--- src/rtl/uart_rx_core.sv ---
// rtl/uart_rx_core.sv - 8N1 UART receiver with valid/ready byte output
// Mid-bit start validation, centre sampling, framing-error and overrun reporting.
module uart_rx_core #(
    parameter int CLKS_PER_BIT = 3125,
    parameter int HALF_BIT     = CLKS_PER_BIT / 2,
    parameter int CNT_W        = 12
) (
    input  logic       clk30M,
    input  logic       rst,
    input  logic       rx,
    output logic [7:0] rx_data,
    output logic       rx_valid,
    input  logic       rx_ready,
    output logic       frame_err,
    output logic       overrun,
    output logic       busy
);

    localparam logic [CNT_W-1:0] BIT_LAST  = CNT_W'(CLKS_PER_BIT - 1);
    localparam logic [CNT_W-1:0] HALF_LAST = CNT_W'(HALF_BIT - 1);

    typedef enum logic [1:0] {
        IDLE,
        START,
        DATA,
        STOP
    } state_t;

    state_t           state, state_nxt;
    logic [CNT_W-1:0] timer, timer_nxt;
    logic [2:0]       bit_idx, bit_idx_nxt;
    logic [7:0]       shift, shift_nxt;
    logic             sync1, rx_s, rx_d;
    logic [1:0]       prime;
    logic             fall;
    logic             deliver;
    logic             fail;
    logic             accept;

    // rx_d only holds a genuine pin sample three edges after reset; until then
    // a line held low would look like a falling edge against the reset-high flops.
    always_ff @(posedge clk30M or posedge rst) begin
        if (rst) begin
            sync1 <= 1'b1;
            rx_s  <= 1'b1;
            rx_d  <= 1'b1;
            prime <= 2'd0;
        end else begin
            sync1 <= rx;
            rx_s  <= sync1;
            rx_d  <= rx_s;
            if (prime != 2'd3) begin
                prime <= prime + 2'd1;
            end
        end
    end

    assign fall = (prime == 2'd3) & rx_d & ~rx_s;

    always_ff @(posedge clk30M or posedge rst) begin
        if (rst) begin
            state   <= IDLE;
            timer   <= '0;
            bit_idx <= 3'd0;
            shift   <= 8'h00;
        end else begin
            state   <= state_nxt;
            timer   <= timer_nxt;
            bit_idx <= bit_idx_nxt;
            shift   <= shift_nxt;
        end
    end

    always_comb begin
        state_nxt   = state;
        timer_nxt   = timer;
        bit_idx_nxt = bit_idx;
        shift_nxt   = shift;
        deliver     = 1'b0;
        fail        = 1'b0;
        case (state)
            IDLE: begin
                timer_nxt   = '0;
                bit_idx_nxt = 3'd0;
                if (fall) begin
                    state_nxt = START;
                end
            end
            START: begin
                if (timer == HALF_LAST) begin
                    timer_nxt   = '0;
                    bit_idx_nxt = 3'd0;
                    state_nxt   = rx_s ? IDLE : DATA;
                end else begin
                    timer_nxt = timer + CNT_W'(1);
                end
            end
            DATA: begin
                if (timer == BIT_LAST) begin
                    timer_nxt = '0;
                    shift_nxt = {rx_s, shift[7:1]};
                    if (bit_idx == 3'd7) begin
                        state_nxt = STOP;
                    end else begin
                        bit_idx_nxt = bit_idx + 3'd1;
                    end
                end else begin
                    timer_nxt = timer + CNT_W'(1);
                end
            end
            STOP: begin
                // Leaving at mid-stop gives half a bit to catch a back-to-back start edge.
                if (timer == BIT_LAST) begin
                    timer_nxt = '0;
                    state_nxt = IDLE;
                    if (rx_s) begin
                        deliver = 1'b1;
                    end else begin
                        fail = 1'b1;
                    end
                end else begin
                    timer_nxt = timer + CNT_W'(1);
                end
            end
            default: begin
                state_nxt = IDLE;
                timer_nxt = '0;
            end
        endcase
    end

    assign accept = rx_valid & rx_ready;
    assign busy   = (state != IDLE);

    always_ff @(posedge clk30M or posedge rst) begin
        if (rst) begin
            rx_data   <= 8'h00;
            rx_valid  <= 1'b0;
            frame_err <= 1'b0;
            overrun   <= 1'b0;
        end else begin
            frame_err <= fail;
            if (deliver && (!rx_valid || rx_ready)) begin
                rx_data  <= shift;
                rx_valid <= 1'b1;
            end else if (accept) begin
                rx_valid <= 1'b0;
            end
            if (deliver && rx_valid && !rx_ready) begin
                overrun <= 1'b1;
            end else if (accept) begin
                overrun <= 1'b0;
            end
        end
    end

endmodule

--- config.mk ---
export PLATFORM = sky130hd
export DESIGN_NAME = uart_rx_core
export DESIGN_NICKNAME = d
export VERILOG_FILES = /design/src/rtl/uart_rx_core.sv
export SDC_FILE = /design/constraint.sdc
export NUM_CORES = 1
export LEC_CHECK = 0
export ABC_AREA = 1
export CAP_MARGIN = 20
export CORE_MARGIN = 1
export CORE_UTILIZATION = 51
export CTS_BUF_LIST = sky130_fd_sc_hd__clkbuf_16
export CTS_CLUSTER_DIAMETER = 60
export DETAILED_ROUTE_END_ITERATION = 7
export PLACE_DENSITY = 0.79
export SLEW_MARGIN = 20
export SYNTH_ARGS = -nofsm -noshare
export SYNTH_HDL_FRONTEND = slang
export SYNTH_SLANG_ARGS = --single-unit
--- constraint.sdc ---
create_clock -name clk30M -period 1.7 [get_ports clk30M]
set_input_delay 0.34 -clock clk30M [delete_from_list [all_inputs] [get_ports clk30M]]
set_output_delay 0.34 -clock clk30M [all_outputs]
set_load 0.05 [all_outputs]
==> results.toml <==
[sta]
hold_viol_final = 0
fin_tns_setup_ns = 0
rsz0062_at_grt = "true"
skew_ns = 0.00526
slew_viol_final = 0
timing.slew.headroom_pct = 68.7
min_period_ns = 1.62
finalSetupViolCount = 0
max_freq_ghz = 0.616
tightest_slew_ns = 0.468
post-route-period-util_pct = 95.6
hold_slack_ns = 0.355

[power]
switching_share_pct = 31.0
switchingPower_mw = 0.871
p_clk_share_pct = 37.1
p_leak_nw = 1.10
ir_drop_uv = 697
power_frac_seq_pct = 40.7
intPower_mw = 1.94
p_comb_share_pct = 22.2
cellPowerDensity_mw_per_mm2 = 1210

[critical_path]
cp-start-kind = "flop"
crit_path_max_fanout = 8
cp.required_ns = 1.87
critical_path.cell_chain = "inv_1, ha_2, nand2_2, nor2_4, nand3_4, nor3_4, nand2_4, nand2_1, o21ai_2"
slowest_stage = "dfrtp_1"
worst_ep_arrival_time_ns = 1.80
crit_path_end_kind = "flop"
critical_path_class = "reg -> reg"
max_stage_delay_ns = 0.42

[drt]
wl_met2_um = 1660
drtIter0Drc = 50
drt.antenna.violating_nets = 0
drc = 0
wl_met3_um = 148
dr.pass1.iters = 4
post_drt_wl_per_cell_um = 11.6
routed_via_density = 4.89
highest_layer = "met4"
routed_wl_um = 3410
vias = 1432
wl_met1_um = 1530

[synthesis]
syn-num-nets = 232
syn_inst = 222
yosys_warnings = 0
synth_compound_area_share_pct = 8.73
post_synth_num_cell_types = 25
synth_xor_area_share_pct = 1.82
muxShareOfSynthArea_pct = 0.586
syn-cell-area_mm2 = 0.00192
avgSynthCellArea_um2 = 8.65
synthAdderAreaFrac_pct = 3.91
ys_ff_latch = 41
synth_top_family_by_area = "simple AND/OR/NAND/NOR gates"
seq_area_frac_synth_pct = 53.6
yosys.area_share.simple_pct = 23.3

[global_routing]
grt_max_degree = 42
grt_usage_pct = 19.6
grt_pass1_vias = 1388
grt_pass1_wl_um = 5980
grt_overflow = 0
grt_antenna_before_repair = 0

[clock_network]
cts_root_buffer = "clkbuf_16"
clk_path_buf_depth = 2
cts_tree = "built"
path_clk_slew_ns = 0.05
insertion_delay_ns = 0.28
cts.sinks = 41
cts_made_buffers = 5
htree_levels = 2

[placement]
gp_congestion = 0.782
io_buffers = 15
placed_cell_area_mm2 = 0.00210
dp_hpwl_um = 2320

[floorplanning]
die_area_mm2 = 0.00402
num_rows = 21
die_y_um = 63.4
coreArea_mm2 = 0.00347
die_w_um = 63.4
start_util_pct = 55.4
io_pins = 16

[final_layout]
finish.instance_area_mm2 = 0.00232
diodes = 0
fin_nets = 256
drive_above_1_share_pct = 19.8
syn_to_final_growth_pct = 20.7

[run]
max_cap_violations = 0

[outcome]
status = "complete, no violations"

[worst_hold_path]
min_path_type = "reg -> reg"
logic make-up after synthesis:
family          count (synthesis)
mux                             1
xor+xnor                        4
compound gates                 27
buf+inv                        37
simple gates                  106
fa+ha+maj                       6
flops                          41
sequential cells by signal (all words and copies together), names as in the netlist, 2 cells and up, named ones only:
| signal | flops |
|---|---|
| rx_data | 8 |
| prime | 2 |
| shift | 8 |
| bit_idx | 3 |
| timer | 12 |
per-layer routing:
metal,up-vias,track usage (%)
met1,659,23.6
met4,0,9.38
met2,32,31.9
met3,7,5.62
li1,734,-
met5,-,0
worst max-delay path, delay by kind of cell (launching register included):
kind | cells | cell delay, ns
flip-flops | 1 | 0.42
adder cells (fa/ha/maj) | 1 | 0.16
buffers and inverters | 1 | 0.08
AO/OA/AOI/OAI | 1 | 0.05
AND/OR/NAND/NOR | 6 | 0.80
area by class of cell:
type | count | area [um^2]
Tap cell | 46 | 57.6
Multi-Input combinational cell | 145 | 779
Sequential cell | 41 | 1030
Fill cell | 308 | 1150
Inverter | 35 | 131
Timing Repair Buffer | 18 | 155
Clock buffer | 5 | 125
Clock inverter | 3 | 38.8
timing repair:
| item | in CTS | in global routing |
|---|---|---|
| endpoints found under the setup margin | 0 | 30 |
| resized for setup | 0 | 15 |
| hold buffers | 0 | 0 |
| buffers inserted | 0 | 1 |
synthesized netlist by cell type:
cell type	n	area share, %
a31o_2	1	0.46
buf_6	2	1.2
o21ai_1	1	0.26
dfstp_2	3	4.1
dfrtp_1	38	50
nor3_1	4	1.0
nand3_2	1	0.52
inv_1	34	6.6
a21boi_0	1	0.39
nand2_4	1	0.59
xnor2_1	2	0.91
xor2_1	2	0.91
o21ai_0	14	3.6
o21ai_2	7	3.2
nand3_1	9	2.3
or3_1	1	0.33
mux2_2	1	0.59
inv_2	1	0.20
nand4_1	1	0.33
a21oi_1	3	0.78
ha_1	6	3.9
nand2_1	62	12
nand2_2	1	0.33
nor3_4	1	0.85
nor2_1	25	4.9
path summary, 6_finish.rpt:
| kind | from | to | slack (ns) | cells past startpoint |
|---|---|---|---|---|
| max reg2reg | timer[0]$_DFF_PP0_ | rx_data[4]$_DFFE_PP0P_ | 0.08 | 9 |
| max | timer[0]$_DFF_PP0_ | rx_data[4]$_DFFE_PP0P_ | 0.08 | 9 |
| min in group asynchronous | rst | rx_data[3]$_DFFE_PP0P_ | 0.42 | 3 |
| min | sync1$_DFF_PP1_ | rx_s$_DFF_PP1_ | 0.35 | 0 |
| max in group asynchronous | rst | rx_s$_DFF_PP1_ | 1.03 | 3 |
| min reg2reg | sync1$_DFF_PP1_ | rx_s$_DFF_PP1_ | 0.35 | 0 |
cells in the final DEF, fill, tap and decap left out, types with 2 or more instances in the layout:
cell type        synthesis  layout
nand2_1                 62      59
dfrtp_1                 38      38
inv_1                   34      33
nor2_1                  25      23
buf_4                    0      14
o21ai_0                 14      12
nand3_1                  9       9
o21ai_2                  7       8
ha_1                     6       5
clkbuf_16                0       5
nand2_2                  1       4
nor3_1                   4       4
inv_2                    1       3
a21oi_1                  3       3
clkdlybuf4s50_1          0       3
dfstp_2                  3       3
xnor2_1                  2       2
nand2_4                  1       2
xor2_1                   2       2
o21ai_1                  1       2
through the flow:
stage	power, mW	setup WS [ns]	instances	util, %
2_1_floorplan	1.60	0.135	222	-
3_3_place_gp	1.73	0.120	283	60.6
3_5_place_dp	1.75	0.0573	283	60.6
4_1_cts	2.81	0.0353	291	65.4
5_1_grt	2.99	-0.0253	293	66.8
6_report	2.81	0.0754	293	66.8
power by group through the flow:
stage                     registers [mW]  clock network (mW)  logic [mW]
after global routing                1.16                1.11       0.725
final                               1.14                1.04       0.625
after CTS                           1.14                1.06       0.600
after global placement              1.15                   0       0.577
after detailed placement            1.16                   0       0.594
after floorplan                     1.14                   0       0.459
(Power assumes the default switching activity.)
